[config.mk]
export PLATFORM = sky130hd
export DESIGN_NAME = hazard_scoreboard
export DESIGN_NICKNAME = d
export VERILOG_FILES = /design/src/rtl/hazard_scoreboard.sv
export SDC_FILE = /design/constraint.sdc
export NUM_CORES = 1
export LEC_CHECK = 0
export CAP_MARGIN = 20
export CELL_PAD_IN_SITES_DETAIL_PLACEMENT = 2
export CELL_PAD_IN_SITES_GLOBAL_PLACEMENT = 2
export CORE_MARGIN = 2
export CORE_UTILIZATION = 29
export CTS_CLUSTER_DIAMETER = 80
export DETAILED_ROUTE_END_ITERATION = 10
export MAX_ROUTING_LAYER = met4
export PLACE_DENSITY_LB_ADDON = 0.15
export SLEW_MARGIN = 20
export SYNTH_ARGS = -nofsm -noshare
export SYNTH_HDL_FRONTEND = slang
export SYNTH_SLANG_ARGS = --single-unit
[constraint.sdc]
create_clock -name clk -period 3.03 [get_ports clk]
set_input_delay 0.7575 -clock clk [delete_from_list [all_inputs] [get_ports clk]]
set_output_delay 0.7575 -clock clk [all_outputs]
set_load 0.01 [all_outputs]
[src/rtl/hazard_scoreboard.sv]
// Pipeline hazard unit: load-use detection, multi-cycle divider scoreboard,
// branch flush priority and a saturating stall-cycle counter.
module hazard_scoreboard #(
  parameter int DIV_LAT = 8
) (
  input  logic        clk,
  input  logic        rst,
  input  logic [4:0]  rs1,
  input  logic [4:0]  rs2,
  input  logic        use_rs1,
  input  logic        use_rs2,
  input  logic [4:0]  ID_rd,
  input  logic        ID_RegW,
  input  logic        ID_div,
  input  logic [4:0]  ID_EX_rd,
  input  logic        ID_EX_MemR,
  input  logic        br_taken,
  output logic        PC_write,
  output logic        IF_ID_write,
  output logic        IF_ID_flush,
  output logic        ID_EX_flush,
  output logic        div_busy,
  output logic        div_done,
  output logic [4:0]  div_rd_q,
  output logic [31:0] stall_cnt
);

  typedef enum logic [1:0] {IDLE = 2'd0, BUSY = 2'd1, DONE = 2'd2} state_t;

  state_t      state_r, state_s;
  logic [5:0]  cnt_r, cnt_s;
  logic [4:0]  rd_s;
  logic        load_use_s, div_hz_s, stall_s, issue_s;

  // Hazard detection; x0 is excluded so it never matches anything.
  always_comb begin
    load_use_s = ID_EX_MemR && (ID_EX_rd != 5'd0) &&
                 ((use_rs1 && (ID_EX_rd == rs1)) || (use_rs2 && (ID_EX_rd == rs2)));
    div_hz_s   = 1'b0;
    if (state_r != IDLE) begin
      div_hz_s = ((div_rd_q != 5'd0) &&
                  ((use_rs1 && (rs1 == div_rd_q)) ||
                   (use_rs2 && (rs2 == div_rd_q)) ||
                   (ID_RegW && (ID_rd == div_rd_q)))) || ID_div;
    end else begin
      div_hz_s = 1'b0;
    end
    // A taken branch flushes the dependent instruction, so it never stalls.
    stall_s = !br_taken && (load_use_s || div_hz_s);
    issue_s = ID_div && !stall_s && !br_taken;
  end

  // Divider FSM next-state, countdown and destination capture.
  always_comb begin
    state_s = state_r;
    cnt_s   = cnt_r;
    rd_s    = div_rd_q;
    case (state_r)
      IDLE: begin
        if (issue_s) begin
          state_s = BUSY;
          cnt_s   = 6'(DIV_LAT - 1);
          rd_s    = ID_RegW ? ID_rd : 5'd0;
        end else begin
          state_s = IDLE;
        end
      end
      BUSY: begin
        if (cnt_r <= 6'd1) begin
          state_s = DONE;
        end else begin
          cnt_s = cnt_r - 6'd1;
        end
      end
      DONE: begin
        if (issue_s) begin
          state_s = BUSY;
          cnt_s   = 6'(DIV_LAT - 1);
          rd_s    = ID_RegW ? ID_rd : 5'd0;
        end else begin
          state_s = IDLE;
        end
      end
      default: begin
        state_s = IDLE;
        cnt_s   = 6'd0;
      end
    endcase
  end

  // State, counter and destination registers.
  always_ff @(posedge clk or posedge rst) begin
    if (rst) begin
      state_r  <= IDLE;
      cnt_r    <= 6'd0;
      div_rd_q <= 5'd0;
    end else begin
      state_r  <= state_s;
      cnt_r    <= cnt_s;
      div_rd_q <= rd_s;
    end
  end

  // Saturating count of stalled cycles.
  always_ff @(posedge clk or posedge rst) begin
    if (rst) begin
      stall_cnt <= 32'd0;
    end else if (stall_s && (stall_cnt != 32'hFFFF_FFFF)) begin
      stall_cnt <= stall_cnt + 32'd1;
    end else begin
      stall_cnt <= stall_cnt;
    end
  end

  assign PC_write    = !stall_s;
  assign IF_ID_write = !stall_s;
  assign IF_ID_flush = br_taken;
  assign ID_EX_flush = br_taken || stall_s;
  assign div_busy    = (state_r != IDLE);
  assign div_done    = (state_r == DONE);

endmodule

---- After elaboration in Yosys (flattened, before gate mapping) ----
Index checks and enable logic that the tools add are counted.
Widths: inputs -> output; s select.
operators by class
  add/sub/neg operators ................... 2
  magnitude comparators ................... 1
  equal/unequal tests ..................... 11
  muxes and demuxes ....................... 8
  reductions and logical operators ........ 27
operators with widths
  cell                   count
  $add 32x1->32 const B  1
  $ne 32x32->1 const B   1
  $eq 5x5->1             5
  $logic_and 1x1->1      12
  $mux 6                 2
  $pmux 6 s2             1
  $reduce_bool 5->1      2
  $le 6x1->1 const B     1
  $logic_or 1x1->1       6
  $sub 6x1->6 const B    1
  $mux 5                 1
  $ne 2x2->1 const B     2
  $pmux 2 s2             1
  $reduce_and 2->1       2
  $eq 2x1->1 const B     1
  $eq 2x2->1 const B     1
  $logic_not 1->1        2
  $logic_not 2->1        1
  $mux 1                 2
  $mux 2                 1
  $ne 2x1->1 const B     1
  $reduce_bool 2->1      1
  $reduce_or 2->1        1
word-level totals
  flip-flop bits (word level) ............. 45
  input bits .............................. 28
  output and inout bits ................... 43

---- Logic depth before layout (Yosys ltp) ----
  depth after elaboration ................. 14
  mapped depth ............................ 9

---- Worst setup path before layout ----
Ideal clock, no wire load.
  path type ............................... register -> output
  start point ............................. register div_rd_q[1]
  end point ............................... output port PC_write
  data arrival time ....................... 2.101 ns
  data required time ...................... 2.273 ns
  slack ................................... 0.172 ns
  cell stages (with the launch flop) ...... 9
  path through ............................ dfrtp_1 -> clkbuf_2 -> or4_4 -> nor2_4 -> nor3_2 -> o41ai_4 -> nand2_1 -> nand2_1 -> buf_4
between the ends
  word-level cells in the longest chain between the ends .. 10
RTL lines
  what                                  line    text
  start: declaration                    24      output logic [4:0] div_rd_q,
  start signal: assignment              100     div_rd_q <= rd_s;
  $eq 5x5->1 (on tied branches)         42, 43
  $logic_and 1x1->1 (on tied branches)  42, 43
  $logic_or 1x1->1                      42      ((use_rs1 && (rs1 == div_rd_q)) ||
  $logic_or 1x1->1                      43      (use_rs2 && (rs2 == div_rd_q)) ||
  $logic_and 1x1->1 (*)                 41      div_hz_s = ((div_rd_q != 5'd0) &&
  $logic_or 1x1->1 (*)                  44      (ID_RegW && (ID_rd == div_rd_q)))) || ID_div;
  $mux 1 (*)                            40      if (state_r != IDLE) begin
  $logic_or 1x1->1 (*)                  49      stall_s = !br_taken && (load_use_s || div_hz_s);
  $logic_and 1x1->1 (*)                 49
  $logic_not 1->1 (*)                   -
  end: declaration                      18      output logic PC_write,
Every way passes the cells marked *; elsewhere a longest branch is shown, timed or not.

---- Worst setup path in the final report ----
  start point ............................. register div_rd_q[0]
  end point ............................... output port PC_write
between the ends
  word-level cells in the longest chain between the ends .. 10
RTL lines
  what                                  line    text
  $eq 5x5->1 (on tied branches)         42, 43
  $logic_and 1x1->1 (on tied branches)  42, 43
  $logic_or 1x1->1                      42
  $logic_or 1x1->1                      43
  $logic_and 1x1->1 (*)                 41
  $logic_or 1x1->1 (*)                  44
  $mux 1 (*)                            40
  $logic_or 1x1->1 (*)                  49
  $logic_and 1x1->1 (*)                 49
  $logic_not 1->1 (*)                   115     assign PC_write = !stall_s;
Marked as above.

==> run summary <==
Synth Cell Area -> 2550 um2
Proportion of synthesized area in mux cells -> 0.442%
CTS H-tree lvls -> 2
Crit share post-route -> 96.4%
Largest family of logic cells by synthesized area -> simple AND/OR/NAND/NOR gates
Instance area at placement -> 3470 um2
Net Sw Frac -> 28.8%
Die footprint -> 9550 um2
First-pass GRT wire length -> 12.6 mm
Register area share after synthesis -> 44.2%
First-pass iteration count of the detailed router -> 3
Yosys warning count -> 0
Seq pwr share -> 50.7%
HPWL after DPL -> 5.78 mm
Hold buffers post-CTS -> 0
Drt wl/cell -> 16.4 um
Post-Synth XOR/XNOR Area -> 19.3%
GP Congestion -> 0.826
Top_reg_cell synth -> dfrtp_1
DRT iter0 DRCs -> 43
Area growth, synth to finish -> 41.2%
Slew @ Worst Pin -> 0.503 ns
Leakage -> 1.46 nW
Max Slew Vio Count -> 0
Core area -> 8640 um2
Finish-stage setup viols -> 0
Hold/Removal Path Class -> register to register
Yosys reg bits -> 45
Antenna Nets Post-Route -> 0
Int Power -> 0.000962 W
Root Driver -> clkbuf_8
Routed wire length -> 7.43 mm
Sw power -> 0.000389 W
Via/cell ratio -> 4.82
VDD IR max -> 0.317 mV
Width of the die -> 97.7 um
CTS tree -> built
Outcome -> completed
Final design area excluding fillers -> 3590 um2
Gr usage total -> 16.8%
Synth Area in Compound Gates -> 8.16%
Post-synthesis adder-cell area fraction -> 1.47%
Post-synth EDFFs -> 0
Starting Density -> 29.5%
Row cnt -> 34
Share of cells above drive strength 1 -> 16.0%
Startpoint Class -> register
DRC -> 0
Mapped Cells -> 249
Max Cap Violations -> 0
CTS Sinks -> 45
Vias in the first global route -> 2451
Largest net degree at the start of global routing -> 23
Simple-gate share of the synthesized area -> 22.1%
Synth unique cells -> 41
FMAX -> 0.342 GHz
PwrDens -> 376 nW/um2
Fin crit period -> 2.92 ns
Worst skew pair latency -> 0.30 ns
Crit end category -> output pin
Non-Filler Instances -> 452
Post-Syn Nets -> 280
Chip height -> 97.7 um
Post-Route Skew -> 0.00997 ns
Total congestion overflow -> 0
Reg clk slew, reported paths -> 0.09 ns
Commonest cells post-synth -> 52 x xnor2_1, 45 x dfrtp_1, 21 x nand2_1, 18 x nand3_1
FF-to-FF path depth -> 8
Placed insts -> 440
Mean post-synth cell area -> 10.2 um2
Net count reported at finish -> 374
Clock power share -> 27.8%
Critical Path RT -> 2.27 ns
Final Hold Vio Count -> 0
Via count -> 2178
Async SR Flop Fraction -> 100%
Setup CP Type -> register to output pin
Initial antenna violation count -> 0
Crit Path Max Fanout -> 3
CP Data Arrival Time -> 2.16 ns
CTS Buf Count -> 5
Most frequent cell after synthesis -> xnor2_1
Synth area leader -> dfrtp_1
Top cell type's share of synthesized area -> 44.2%
Comb pwr share -> 21.6%
N_diodes -> 0
Synth top area cells -> dfrtp_1 44%, xnor2_1 18%, nand3_1 3.5%, nand4_1 3.4%, nand2_1 3.1%
PortBufs -> 70
Clock Tree Buf Depth -> 2
Worst hold stages -> 1
Ports -> 71
Relative slew slack -> 66.1%
path summary, 6_finish.rpt:
path | from | end | slack [ns]
worst min-delay path | stall_cnt[21]$_DFFE_PP0P_ | stall_cnt[21]$_DFFE_PP0P_ | 0.50
worst min register to register | stall_cnt[21]$_DFFE_PP0P_ | stall_cnt[21]$_DFFE_PP0P_ | 0.50
worst max register to register | div_rd_q[2]$_DFFE_PP0P_ | stall_cnt[30]$_DFFE_PP0P_ | 0.40
max in group asynchronous | rst | stall_cnt[14]$_DFFE_PP0P_ | 1.65
min in group asynchronous | rst | cnt_r[3]$_DFFE_PP0P_ | 0.80
worst max-delay path | div_rd_q[0]$_DFFE_PP0P_ | PC_write | 0.11
registers in the layout, summed over array words and instances, names as in the netlist:
register	count
cnt_r	6
state_r	2
stall_cnt	32
div_rd_q	5
worst max-delay path: stages, from the launching register on:
cell and delay [ns]:
dfrtp_1 0.39, or4_4 0.55, nor2_4 0.16, nor3_2 0.08, o41ai_4 0.41, nand2_1 0.09, nand2_1 0.08, buf_2 0.13
cells by family (layout without fill, tap and decap cells):
family,Yosys count,after routing
muxes,1,1
and+or+nand+nor,97,97
DFF,45,45
buffers and inverters,21,116
adders and majority gates,3,3
xor gates and xnor gates,56,56
AOI/OAI and AO/OA,26,26
final cells by class:
cell class                      count  area [um2]
Clock buffer                        7        76.3
Clock inverter                      1        7.51
Fill cell                         952        5040
Inverter                           14        52.6
Multi-Input combinational cell    183        1350
Sequential cell                    45        1130
Tap cell                          108         135
Timing Repair Buffer               94         848
power by group through the flow:
| stage | sequential, W | combinational (W) | clock, W |
|---|---|---|---|
| after floorplan | 0.000706 | 0.000118 | 0 |
| after global placement | 0.000696 | 0.000299 | 0 |
| after detailed placement | 0.000698 | 0.000303 | 0 |
| after CTS | 0.000686 | 0.000298 | 0.000398 |
| after global routing | 0.000692 | 0.000321 | 0.000418 |
| final | 0.000685 | 0.000291 | 0.000375 |
through the flow:
step	TNS, ns	setup slack (ns)	utilization (%)	hold WS, ns	total power (W)
floorplan	0	0.172	-	0.474	0.000824
global placement	-4.71	-0.418	40.2	0.481	0.000995
detailed placement	-6.44	-0.468	40.2	0.483	0.00100
CTS	0	0.0467	41.4	0.508	0.00138
global route	-0.0112	-0.00742	41.6	0.527	0.00143
finish	0	0.109	41.6	0.498	0.00135
metal layers:
metal  global-route usage [%]  vias up  part of all wire [%]
li1                         -     1043                     -
met1                     21.9     1087                    47
met2                     27.6       44                    49
met3                     2.88        4                   2.9
met4                     3.21        0                  0.70
met5                        -        -                     0
cells in the final DEF, fill, tap and decap left out, drive strengths merged, types with 2 or more instances in the layout:
master / instances
nor2: 10
o21ai: 8
a21oi: 7
o31ai: 2
buf: 27
and3: 5
a2111oi: 2
inv: 14
xor2: 4
nand2: 21
nand3: 23
nand2b: 3
clkbuf: 7
o41ai: 2
nor2b: 2
dlygate4sd2: 18
dfrtp: 45
xnor2: 52
ha: 3
clkdlybuf4s50: 47
nand4: 14
or4: 2
and2: 3
dlymetal6s2s: 2
and4: 3
nor3: 7
what timing repair did:
action	in CTS	in global routing
endpoints found under the hold margin	0	0
buffers inserted	2	2
pin swaps	12	3
resized for setup	36	2
endpoints found under the setup margin	4	3
No activity file was read; power rests on OpenSTA's default activity.
